--- config.mk ---
export PLATFORM = sky130hd
export DESIGN_NAME = bus_dev_in_fifo_flat
export DESIGN_NICKNAME = d
export VERILOG_FILES = /design/src/rtl/bus_dev_in_fifo_if.sv /design/src/rtl/bus_dev_in_fifo.sv /design/src/flat_wrapper.sv
export SDC_FILE = /design/constraint.sdc
export NUM_CORES = 1
export LEC_CHECK = 0
export CORE_MARGIN = 10
export CORE_UTILIZATION = 50
export DETAILED_ROUTE_END_ITERATION = 6
export GPL_ROUTABILITY_DRIVEN = 0
export GPL_TIMING_DRIVEN = 0
export PLACE_DENSITY = 0.67
export SLEW_MARGIN = 20
export SYNTH_ARGS = -nofsm -noshare
export SYNTH_HDL_FRONTEND = slang
export SYNTH_SLANG_ARGS = --single-unit
--- constraint.sdc ---
create_clock -name clk -period 3.1 [get_ports clk]
set_clock_uncertainty 0.1 [all_clocks]
set_input_delay 0.62 -clock clk [delete_from_list [all_inputs] [get_ports clk]]
set_output_delay 0.62 -clock clk [all_outputs]
set_load 0.01 [all_outputs]
--- src/rtl/bus_dev_in_fifo_if.sv ---
// bus_dev_in_fifo_if: device write / bus read port bundle of the per-device input queue
`timescale 1ns/1ps
interface bus_dev_in_fifo_if #(
  parameter int PCKG_SZ = 16,
  parameter int CW = 4
);
  logic               push;
  logic [PCKG_SZ-1:0] D_push;
  logic               pop;
  logic               stat_clr;
  logic [PCKG_SZ-1:0] D_pop;
  logic               pndng;
  logic               full;
  logic [CW-1:0]      count;
  logic               overflow;
  logic               bad_dest;
  logic [15:0]        drop_cnt;
  modport master (
    output push, D_push, pop, stat_clr,
    input  D_pop, pndng, full, count, overflow, bad_dest, drop_cnt
  );
  modport slave (
    input  push, D_push, pop, stat_clr,
    output D_pop, pndng, full, count, overflow, bad_dest, drop_cnt
  );
endinterface

--- src/rtl/bus_dev_in_fifo.sv ---
// bus_dev_in_fifo: circular packet queue feeding one bus port, with drop and bad-destination accounting
`timescale 1ns/1ps
module bus_dev_in_fifo #(
  parameter int         PCKG_SZ   = 16,
  parameter int         FIFO_SIZE = 8,
  parameter int         DRVRS     = 16,
  parameter logic [7:0] BROADCAST = 8'hFF
) (
  input logic            clk,
  input logic            reset,
  bus_dev_in_fifo_if.slave bus
);
  localparam int CW = $clog2(FIFO_SIZE + 1);
  localparam int PW = $clog2(FIFO_SIZE);
  localparam logic [7:0] DRV = 8'(DRVRS);
  logic [PCKG_SZ-1:0] r_mem [FIFO_SIZE];
  logic [PW-1:0]      r_rd, r_wr;
  logic [CW-1:0]      r_count, w_count;
  logic               r_pndng, r_full, r_ovf, r_bad;
  logic [15:0]        r_drop;
  logic               w_push, w_pop, w_drop, w_bad;
  logic [7:0]         w_dest;
  // A full queue still accepts a push when the bus pops in the same cycle.
  always_comb begin
    w_dest  = bus.D_push[PCKG_SZ-1 -: 8];
    w_pop   = bus.pop && r_pndng;
    w_push  = bus.push && (!r_full || bus.pop);
    w_drop  = bus.push && r_full && !bus.pop;
    w_bad   = w_push && w_dest >= DRV && w_dest != BROADCAST;
    w_count = r_count + CW'(w_push) - CW'(w_pop);
  end
  always_ff @(posedge clk)
    if (w_push) r_mem[r_wr] <= bus.D_push;
  always_ff @(posedge clk or negedge reset) begin
    if (!reset) begin
      r_rd    <= '0;
      r_wr    <= '0;
      r_count <= '0;
      r_pndng <= 1'b0;
      r_full  <= 1'b0;
      r_ovf   <= 1'b0;
      r_bad   <= 1'b0;
      r_drop  <= '0;
    end else begin
      r_rd    <= w_pop ? (r_rd == PW'(FIFO_SIZE - 1) ? '0 : r_rd + PW'(1)) : r_rd;
      r_wr    <= w_push ? (r_wr == PW'(FIFO_SIZE - 1) ? '0 : r_wr + PW'(1)) : r_wr;
      r_count <= w_count;
      r_pndng <= w_count != '0;
      r_full  <= w_count == CW'(FIFO_SIZE);
      r_ovf   <= w_drop || (r_ovf && !bus.stat_clr);
      r_bad   <= w_bad || (r_bad && !bus.stat_clr);
      r_drop  <= bus.stat_clr ? 16'(w_drop) : (w_drop && r_drop != 16'hFFFF) ? r_drop + 16'd1 : r_drop;
    end
  end
  assign bus.D_pop    = r_pndng ? r_mem[r_rd] : '0;
  assign bus.pndng    = r_pndng;
  assign bus.full     = r_full;
  assign bus.count    = r_count;
  assign bus.overflow = r_ovf;
  assign bus.bad_dest = r_bad;
  assign bus.drop_cnt = r_drop;
endmodule

--- src/flat_wrapper.sv ---
// flat-port wrapper written by rule: the top's interface ports become plain ports
module bus_dev_in_fifo_flat 
#(
  parameter int         PCKG_SZ   = 16,
  parameter int         FIFO_SIZE = 8,
  parameter int         DRVRS     = 16,
  parameter logic [7:0] BROADCAST = 8'hFF
)
  (clk, reset, bus_push, bus_D_push, bus_pop, bus_stat_clr, bus_D_pop, bus_pndng, bus_full, bus_count, bus_overflow, bus_bad_dest, bus_drop_cnt);
  bus_dev_in_fifo_if #(.PCKG_SZ(PCKG_SZ)) bus_i ();
  input logic clk;
  input logic reset;
  input wire logic [$bits(bus_i.push)-1:0] bus_push;
  input wire logic [$bits(bus_i.D_push)-1:0] bus_D_push;
  input wire logic [$bits(bus_i.pop)-1:0] bus_pop;
  input wire logic [$bits(bus_i.stat_clr)-1:0] bus_stat_clr;
  output wire logic [$bits(bus_i.D_pop)-1:0] bus_D_pop;
  output wire logic [$bits(bus_i.pndng)-1:0] bus_pndng;
  output wire logic [$bits(bus_i.full)-1:0] bus_full;
  output wire logic [$bits(bus_i.count)-1:0] bus_count;
  output wire logic [$bits(bus_i.overflow)-1:0] bus_overflow;
  output wire logic [$bits(bus_i.bad_dest)-1:0] bus_bad_dest;
  output wire logic [$bits(bus_i.drop_cnt)-1:0] bus_drop_cnt;
  assign bus_i.push = bus_push;
  assign bus_i.D_push = bus_D_push;
  assign bus_i.pop = bus_pop;
  assign bus_i.stat_clr = bus_stat_clr;
  assign bus_D_pop = bus_i.D_pop;
  assign bus_pndng = bus_i.pndng;
  assign bus_full = bus_i.full;
  assign bus_count = bus_i.count;
  assign bus_overflow = bus_i.overflow;
  assign bus_bad_dest = bus_i.bad_dest;
  assign bus_drop_cnt = bus_i.drop_cnt;
  bus_dev_in_fifo #(.PCKG_SZ(PCKG_SZ), .FIFO_SIZE(FIFO_SIZE), .DRVRS(DRVRS), .BROADCAST(BROADCAST)) u_core (.clk(clk), .reset(reset), .bus(bus_i));
endmodule
==> results.md, run 1 <==
- Slowest stage delay, CP: 0.50 ns
- First-pass GRT wire length: 21,800 µm
- Mapped Cells: 372
- Synth area leaders: edfxtp_1, dfrtp_1, mux4_2
- Nets: 508
- GRT overflow: 0
- CP startpoint kind: flip-flop
- Area of the core: 12,800 µm²
- Post-Syn Area: 6580 µm²
- Antenna Nets Post-Route: 0
- CP max stage cell: mux4_2
- Die Ht: 135 µm
- Complex-gate fraction of the synthesized area: 3.58%
- Most frequent cell after synthesis: edfxtp_1
- Top-area cell type share of the netlist area: 58.4%
- Slew headroom: 53.8%
- Post-synth EDFFs: 128
- Overall power: 7.30 mW
- Synth Area in XOR/XNOR: 0.400%
- Final min period: 3.00 ns
- Top post-synthesis cells by count: edfxtp_1, mux4_2, dfrtp_1
- Req. time, crit path: 2.38 ns
- Largest area contributor in the netlist: edfxtp_1
- Leakage power: 3.08 nW
- Final core utilization: 65.4%
- Setup Viol. Count Final: 0
- Fin crit share: 96.8%
- CP Class: flip-flop to primary output
- Number of max-cap violations: 0
- Initial antenna violation count: 0
- F_max: 0.333 GHz
- Synth unique cells: 41
- Die Wd: 135 µm
- RSZ-0062 raised after global routing: no
- PortBufs: 59
- Arrival time of the worst setup path: 2.28 ns
- Worst-path clk slew: 0.06 ns
- Buf/Inv on CP: 3
- Synth Area in Simple Gates: 7.91%
- Leading register cell type out of synthesis: edfxtp_1
- Drt drc: 0
- CTS tree: done
- Die Area: 18,100 µm²
- Crit. End Element: primary output
- Pwr dens: 874 nW/µm²
- Final Max Slew Viols: 0
- N_diodes: 0
- Mean post-synth cell area: 17.7 µm²
- Root Buffer: clkbuf_16
- Avg Vias per Cell: 5.59
- Sink Count: 158
- CTS buffer count: 17
- Worst slew pin tran: 0.693 ns
- Synthesized flop and latch total: 158
- Drt first-iter violations: 268
- Drt pass-1 iters: 4
- Largest net degree at the start of global routing: 31
- Detail Placement HPWL: 9260 µm
- WL final: 13,800 µm
- Crit path max-delay family: buffers and inverters
- Post-synthesis adder-cell area fraction: 2.02%
- Synth-to-Final Area Change: 27.1%
- Hold crit path type: primary input to asynchronous set/reset pin
- Worst skew pair latency: 0.42 ns
- CP Cell Sequence: buf_6, buf_12, mux4_2, mux2i_1, nor2b_1, clkdlybuf4s50_1
- Max IR drop VDD: 0.479 mV
- Via count: 3,699
- FFs w/ async S/R, synth: 19.0%
- Setup TNS: 0 ns
- Syn Nets: 403
- I/O Pins: 61
- Vias in the first global route: 3,921
- Post-route insts no fill: 662
- Share of layout cells above drive strength 1: 24.3%
- Status: finished clean
- H-tree lvl count: 4
- Max FO, Critical Path: 10
- Row count: 41
- Mux contribution to synthesized area: 14.4%
- WL/cell: 20.8 µm
- Yosys warning count: 0
- GRT Total Usage: 15.9%
- Main combinational cell family by area after synthesis: multiplexers
- Initial core utilization: 51.5%
- Placed Cells: 617
- Longest Clk Path Bufs: 2
- Fin. Hold Viols: 0
- Sequential share of the synthesized area: 69.9%
## final cells by class
cell class	instances	area, µm²
plain buffers	14	146
clock buffers	19	433
clock inverters	13	148
fillers	890	4420
inverters	13	48.8
multi-input cells	186	1900
flip-flops and latches	158	4600
well taps	172	215
repair buffers	87	875
## worst paths after layout
kind                            slack (ns)  cells past startpoint                start                   to
worst max-delay path                   0.1                      6       u_core.r_rd[0]         bus_D_pop[7]
worst min-delay path                  0.14                      1                reset  u_core.bus.count[0]
worst max register to register        0.61                     10     u_core.bus.pndng      u_core.bus.full
worst min register to register        0.41                      1  u_core.bus.overflow  u_core.bus.overflow
max in group asynchronous             2.27                      1                reset       u_core.r_rd[1]
min in group clk                      0.41                      1  u_core.bus.overflow  u_core.bus.overflow
## through the flow
stage | hold WS, ns | area, µm² | setup WS [ns]
after floorplan | 0.224 | 6580 | 0.110
after global placement | 0.373 | 7380 | -2.22
after detailed placement | 0.381 | 7530 | -0.0651
after CTS | 0.156 | 8210 | 0.00152
after global routing | 0.176 | 8360 | 0.00100
final | 0.143 | 8360 | 0.0992
## per-layer routing
layer | track usage, % | up-vias | wire [µm]
li1 | - | 1687 | -
met1 | 20.0 | 1884 | 6030
met2 | 24.9 | 113 | 6740
met3 | 5.53 | 15 | 818
met4 | 5.80 | 0 | 181
met5 | 0 | - | 0
## power breakdown
part | internal (mW) | switching, mW | total [mW]
registers | 2.61 | 0.145 | 2.75
clock network | 1.25 | 0.786 | 2.04
logic | 1.38 | 1.13 | 2.51
total | 5.24 | 2.06 | 7.30
## repair_timing
action | 4_1_cts | 5_1_grt
pin swaps | 0 | 0
setup buffers | 3 | 11
resized for setup | 27 | 12
hold buffers | 0 | 0
endpoints found under the setup margin | 16 | 13
## cell usage in the layout (no fill, tap or decap), types with 9 or more instances in the layout
cell / netlist / layout
a21oi_1: 13 / 13
buf_4: 0 / 20
clkbuf_16: 0 / 17
clkdlybuf4s50_1: 0 / 44
dfrtp_1: 30 / 29
dlymetal6s2s_1: 0 / 11
edfxtp_1: 128 / 128
ha_1: 9 / 9
inv_1: 13 / 13
mux2i_1: 17 / 17
mux4_2: 32 / 32
nand2_1: 11 / 11
nor2b_1: 19 / 19
or4_1: 9 / 9
## sequential cells by signal (all words and copies together) (netlist names)
name,cells
u_core.bus.count,4
u_core.bus.full,1
u_core.r_mem,128
u_core.bus.pndng,1
u_core.bus.bad_dest,1
u_core.bus.drop_cnt,16
u_core.r_wr,3
u_core.r_rd,3
u_core.bus.overflow,1
## worst register-to-register path, cell delays in order (launching register included)
cell and delay (ns):
dfrtp_1 0.58, nand2_1 0.24, inv_1 0.11, ha_1 0.22
inv_1 0.06, ha_1 0.16, inv_1 0.05, fa_1 0.48
inv_1 0.06, nor3_1 0.22, nor2b_1 0.15
## kinds of logic (layout without fill, tap and decap cells)
family | after synthesis | in the layout
buf+inv | 28 | 146
xor+xnor | 3 | 3
compound gates | 35 | 35
flops | 158 | 158
mux | 54 | 54
simple gates | 84 | 84
fa+ha+maj | 10 | 10
Power figures use the tool's default switching activity.
==> run 2: changes to the inputs <==
--- a/config.mk
+++ b/config.mk
@@ -9,7 +9,6 @@
 export CORE_UTILIZATION = 50
 export DETAILED_ROUTE_END_ITERATION = 6
 export GPL_ROUTABILITY_DRIVEN = 0
-export GPL_TIMING_DRIVEN = 0
 export PLACE_DENSITY = 0.67
 export SLEW_MARGIN = 20
 export SYNTH_ARGS = -nofsm -noshare
==> run 2 against run 1 <==
  * Routed wire length fell by 2.1%
  * Clock-buffer cell count rose by 5
  * Critical endpoint is now bus_D_pop[6]
  * Critical path depth fell by 1
  * Clock power fell by 3%
==> results.md, run 2 (same netlist as run 1, synthesis figures left out) <==
- Status: finished clean
- PortBufs: 60 (+1.7%)
- Hold crit path type: flip-flop to flip-flop
- GRT overflow: 0 (unchanged)
- Vias in the first global route: 3,858 (-1.6%)
- Post-route insts no fill: 638 (-3.6%)
- Die Ht: 135 µm (unchanged)
- Detail Placement HPWL: 7930 µm (-14%)
- Max FO, Critical Path: 12 (+2)
- Antenna Nets Post-Route: 0 (unchanged)
- Die Area: 18,100 µm² (unchanged)
- Most frequent cells in the layout: edfxtp_1, clkdlybuf4s50_1, mux4_2
- Setup Viol. Count Final: 0 (unchanged)
- Initial antenna violation count: 0 (unchanged)
- Nets: 484 (-4.7%)
- Req. time, crit path: 2.38 ns (about the same)
- Final Max Slew Viols: 0 (unchanged)
- Largest register by flop count: u_core.r_mem
- Via count: 3,606 (-2.5%)
- WL/cell: 21.1 µm (+1.6%)
- Slew headroom: 49.7% (-4.2 points)
- Overall power: 6.96 mW (-4.6%)
- Min Hold Slack: 0.402 ns (+0.259 ns)
- Row count: 41 (unchanged)
- WL final: 13,500 µm (-2.1%)
- RSZ-0062 raised after global routing: yes
- Max IR drop VDD: 0.403 mV (-16%)
- CP Cell Sequence: clkbuf_16, mux4_2, mux2i_1, nor2b_1, clkdlybuf4s50_1
- CP max stage cell: mux4_2
- Avg Vias per Cell: 5.65 (+1.2%)
- Drt first-iter violations: 258 (-3.7%)
- Longest Clk Path Bufs: 2 (unchanged)
- Final Instance Area: 8110 µm² (-2.9%)
- GRT Total Usage: 15.2% (-0.69 points)
- FILL cells: 906 (+1.8%)
- Area of the core: 12,800 µm² (unchanged)
- F_max: 0.332 GHz (-0.40%)
- CP startpoint kind: flip-flop
- Synth-to-Final Area Change: 23.4%
- Sink Count: 158 (unchanged)
- Most common cell after layout, fill and taps aside: edfxtp_1
- Worst skew pair latency: 0.41 ns (about the same)
- Initial core utilization: 51.5% (unchanged)
- Root Buffer: clkbuf_16
- Worst slew pin tran: 0.752 ns (+0.0599 ns)
- Worst-path clk slew: 0.06 ns (about the same)
- Die Wd: 135 µm (unchanged)
- Leakage power: 2.95 nW (-4.2%)
- H-tree lvl count: 4 (unchanged)
- Fin crit share: 97.2% (+0.39 points)
- Share of layout cells above drive strength 1: 19.7% (-4.5 points)
- Placed Cells: 605 (-1.9%)
- Buf/Inv on CP: 2 (-1)
- Worst Setup SP: u_core.r_rd[0]
- Setup TNS: 0 ns (unchanged)
- Drt pass-1 iters: 4 (unchanged)
- Pwr dens: 858 nW/µm² (-1.8%)
- CTS tree: done
- Post-CTS Hold Fix Bufs: 0 (unchanged)
- CP Class: flip-flop to primary output
- I/O Pins: 61 (unchanged)
- Max FFs per register: 128 (unchanged)
- Setup Fix Bufs, Post-CTS: 0 (-3)
- Arrival time of the worst setup path: 2.29 ns (about the same)
- Final core utilization: 63.5% (-1.9 points)
- First-pass GRT wire length: 21,100 µm (-3.1%)
- Final min period: 3.01 ns (+0.0121 ns)
- Drt drc: 0 (unchanged)
- Reg2reg start: u_core.bus.drop_cnt[0]
- Slowest stage delay, CP: 0.51 ns (about the same)
- Final worst slack: 0.0872 ns (-0.0121 ns)
- Crit path max-delay family: buffers and inverters
- Largest net degree at the start of global routing: 35 (+13%)
- Fin. Hold Viols: 0 (unchanged)
- Hold Path Origin: u_core.bus.bad_dest
- Number of max-cap violations: 0 (unchanged)
- Crit. End Element: primary output
- Placed cell areas: 7490 µm² (-0.53%)
- Pre-CTS setup slack: 0.192 ns (+0.257 ns)
- CTS buffer count: 17 (unchanged)
- N_diodes: 0 (unchanged)
## run 2: cell count changes in the layout (fill, tap and decap cells not counted), sizes merged
cell,change
clkdlybuf4s50,+5
bufinv,-1
clkinvlp,-3
clkinv,-1
dlygate4sd2,-3
clkbuf,-1
buf,-20
## run 2: path summary, 6_finish.rpt
| kind | end | slack (ns) | depth (start not counted) |
|---|---|---|---|
| min in group asynchronous | u_core.bus.pndng | 0.47 | 1 |
| setup / recovery | bus_D_pop[6] | 0.09 | 5 |
| hold reg to reg | u_core.bus.bad_dest | 0.40 | 1 |
| hold / removal | u_core.bus.bad_dest | 0.40 | 1 |
| setup reg to reg | u_core.bus.drop_cnt[14] | 0.83 | 5 |
| max in group asynchronous | u_core.bus.drop_cnt[12] | 1.76 | 2 |
## run 2: worst register-to-register path, stage by stage, from the launching register on
cell     delay, ns
dfrtp_1       0.44
ha_1          0.25
nand3_2       0.14
o41ai_4       0.78
nor4_1        0.12
mux2_1        0.33
## run 2: metal layers
metal / track usage [%] / up-vias / routed length [µm]
li1: - / 1643 / -
met2: 24.7 / 92 / 6760
met1: 18.6 / 1863 / 5680
met3: 5.53 / 8 / 904
met5: 0 / - / 0
met4: 4.84 / 0 / 125
## run 2: where the power goes
| part | internal [mW] | switching, mW |
|---|---|---|
| logic | 1.19 | 1.04 |
| clock network | 1.22 | 0.760 |
| registers | 2.61 | 0.143 |
## run 2: final cells by class
type | count | area [µm²] | share of cell area (%)
Sequential cell | 158 | 4600 | 56.6
Multi-Input combinational cell | 186 | 1890 | 23.3
Timing Repair Buffer | 77 | 806 | 9.93
Clock buffer | 24 | 472 | 5.81
Tap cell | 172 | 215 | 2.65
Clock inverter | 8 | 88.8 | 1.09
Inverter | 13 | 48.8 | 0.601
## run 2: timing repair
item                       in CTS  in global routing
hold endpoints to repair        0                  0
gates resized for setup         0                 13
setup endpoints to repair       0                  8
==> run 3: changes to the inputs <==
--- a/config.mk
+++ b/config.mk
@@ -5,7 +5,7 @@
 export SDC_FILE = /design/constraint.sdc
 export NUM_CORES = 1
 export LEC_CHECK = 0
-export CORE_MARGIN = 10
+export CORE_MARGIN = 8
 export CORE_UTILIZATION = 50
 export DETAILED_ROUTE_END_ITERATION = 6
 export GPL_ROUTABILITY_DRIVEN = 0
==> run 3 against run 2 <==
  * Combinational power grew 3%
  * Global-route usage grew 1.8 points
  * Register-to-register slack about the same
  * Critical path depth is the same
  * Routed wire length is 2.0% lower
  * Sequential power about the same
  * Clock power increased by 3%
  * Critical path type unchanged
  * Largest power group unchanged
==> results.md, run 3 (same netlist as run 1, synthesis figures left out) <==
- Status: finished clean
- GRT Total Usage: 17.0% (+1.8 points)
- PortBufs: 60 (unchanged)
- GRT overflow: 0 (unchanged)
- Post-CTS Hold Fix Bufs: 0 (unchanged)
- CTS tree: done
- Arrival time of the worst setup path: 2.34 ns (+0.05 ns)
- Via count: 3,608 (+0.055%)
- N_diodes: 0 (unchanged)
- Root Buffer: clkbuf_16
- Antenna Nets Post-Route: 0 (unchanged)
- First-pass GRT wire length: 21,200 µm (+0.27%)
- Row count: 42 (+2.4%)
- Worst-path clk slew: 0.06 ns (about the same)
- Max IR drop VDD: 0.531 mV (+32%)
- Synth-to-Final Area Change: 24.2%
- Fin. Hold Viols: 0 (unchanged)
- Most common cell after layout, fill and taps aside: edfxtp_1
- Worst slew pin tran: 0.864 ns (+0.111 ns)
- CP startpoint kind: flip-flop
- Hold crit path type: flip-flop to flip-flop
- FILL cells: 1,011 (+12%)
- RSZ-0062 raised after global routing: yes
- CTS buffer count: 17 (unchanged)
- Most frequent cells in the layout: edfxtp_1, clkdlybuf4s50_1, mux4_2
- Fin crit share: 98.7% (+1.5 points)
- Max FFs per register: 128 (unchanged)
- Setup Viol. Count Final: 0 (unchanged)
- Avg Vias per Cell: 5.56 (-1.6%)
- Final worst slack: 0.0403 ns (-0.0469 ns)
- Final min period: 3.06 ns (+0.0469 ns)
- Overall power: 7.07 mW (+1.5%)
- F_max: 0.327 GHz (-1.5%)
- WL final: 13,200 µm (-2.0%)
- Max FO, Critical Path: 7 (-5)
- Die Area: 17,100 µm² (-5.9%)
- Min Hold Slack: 0.396 ns (-0.00534 ns)
- WL/cell: 20.3 µm (-3.7%)
- Worst skew pair latency: 0.42 ns (about the same)
- Slew headroom: 42.3% (-7.4 points)
- Drt pass-1 iters: 4 (unchanged)
- Multi-input gate area: 1890 µm² (+0.20%)
- Initial core utilization: 50.5% (-1.0 points)
- Placed cell areas: 7530 µm² (+0.47%)
- CP Class: flip-flop to primary output
- Longest Clk Path Bufs: 2 (unchanged)
- Crit. End Element: primary output
- Pwr dens: 865 nW/µm² (+0.79%)
- Initial antenna violation count: 0 (unchanged)
- Detail Placement HPWL: 8270 µm (+4.3%)
- H-tree lvl count: 4 (unchanged)
- Area of the core: 13,000 µm² (+2.0%)
- Vias in the first global route: 3,898 (+1.0%)
- Drt drc: 0 (unchanged)
- Share of layout cells above drive strength 1: 21.6% (+1.8 points)
- I/O Pins: 61 (unchanged)
- Drt first-iter violations: 250 (-3.1%)
- Die Ht: 131 µm (-3.0%)
- Largest net degree at the start of global routing: 33 (-5.7%)
- Die Wd: 131 µm (-3.0%)
- Nets: 491 (+1.4%)
- Largest register by flop count: u_core.r_mem
- Final Max Slew Viols: 0 (unchanged)
- Number of max-cap violations: 0 (unchanged)
- Sink Count: 158 (unchanged)
- Final Instance Area: 8170 µm² (+0.69%)
- Req. time, crit path: 2.38 ns (about the same)
- Pre-CTS setup slack: 0.155 ns (-0.0368 ns)
- Leakage power: 2.92 nW (-1.1%)
- Reg area: 4600 µm² (unchanged)
==> run 3: path summary, 6_finish.rpt <==
kind | startpoint | endpoint | slack [ns] | depth (start not counted)
setup / recovery | u_core.r_rd[0] | bus_D_pop[15] | 0.04 | 5
hold / removal | u_core.bus.overflow | u_core.bus.overflow | 0.40 | 1
setup reg to reg | u_core.bus.drop_cnt[0] | u_core.bus.drop_cnt[14] | 0.83 | 5
hold reg to reg | u_core.bus.overflow | u_core.bus.overflow | 0.40 | 1
max in group asynchronous | reset | u_core.bus.drop_cnt[2] | 1.66 | 2
min in group asynchronous | reset | u_core.bus.full | 0.60 | 1
==> run 3: critical path, cell delays in order (launching register included) <==
cell and delay [ns]:
dfrtp_2 0.48, buf_6 0.19, mux4_2 0.50, mux2i_1 0.20
nor2b_1 0.07, clkdlybuf4s50_1 0.48
==> run 3: repair_timing <==
item                       CTS  global route
hold endpoints to repair     0             0
buffers inserted             2             2
resized for setup            5             6
setup endpoints to repair   14             9
==> run 3: power by group <==
part	total (mW)	switching [mW]	internal, mW
Combinational	2.29	1.05	1.23
Sequential	2.75	0.142	2.61
Clock	2.03	0.778	1.25
==> run 3: cell type report <==
type	count	share of cell area (%)
Sequential cell	158	56.2
Multi-Input combinational cell	186	23.2
Timing Repair Buffer	84	10.2
Clock buffer	19	5.30
Tap cell	176	2.70
Clock inverter	13	1.81
Inverter	13	0.597
==> run 3: per-stage QoR <==
| stage | setup TNS [ns] | utilization, % | cells |
|---|---|---|---|
| floorplan | 0 | - | 372 |
| finish | 0 | 62.7 | 649 |
| global placement | 0 | 57.8 | 613 |
| detailed placement | 0 | 57.8 | 613 |
| CTS | -0.000908 | 62.4 | 647 |
| global route | -0.179 | 62.7 | 649 |
==> run 3: layer usage <==
| layer | track usage [%] | wire [µm] | vias to the layer above |
|---|---|---|---|
| li1 | - | - | 1646 |
| met1 | 21.3 | 5760 | 1870 |
| met2 | 27.2 | 6560 | 77 |
| met3 | 4.87 | 699 | 15 |
| met4 | 7.16 | 182 | 0 |
| met5 | 0 | 0 | - |
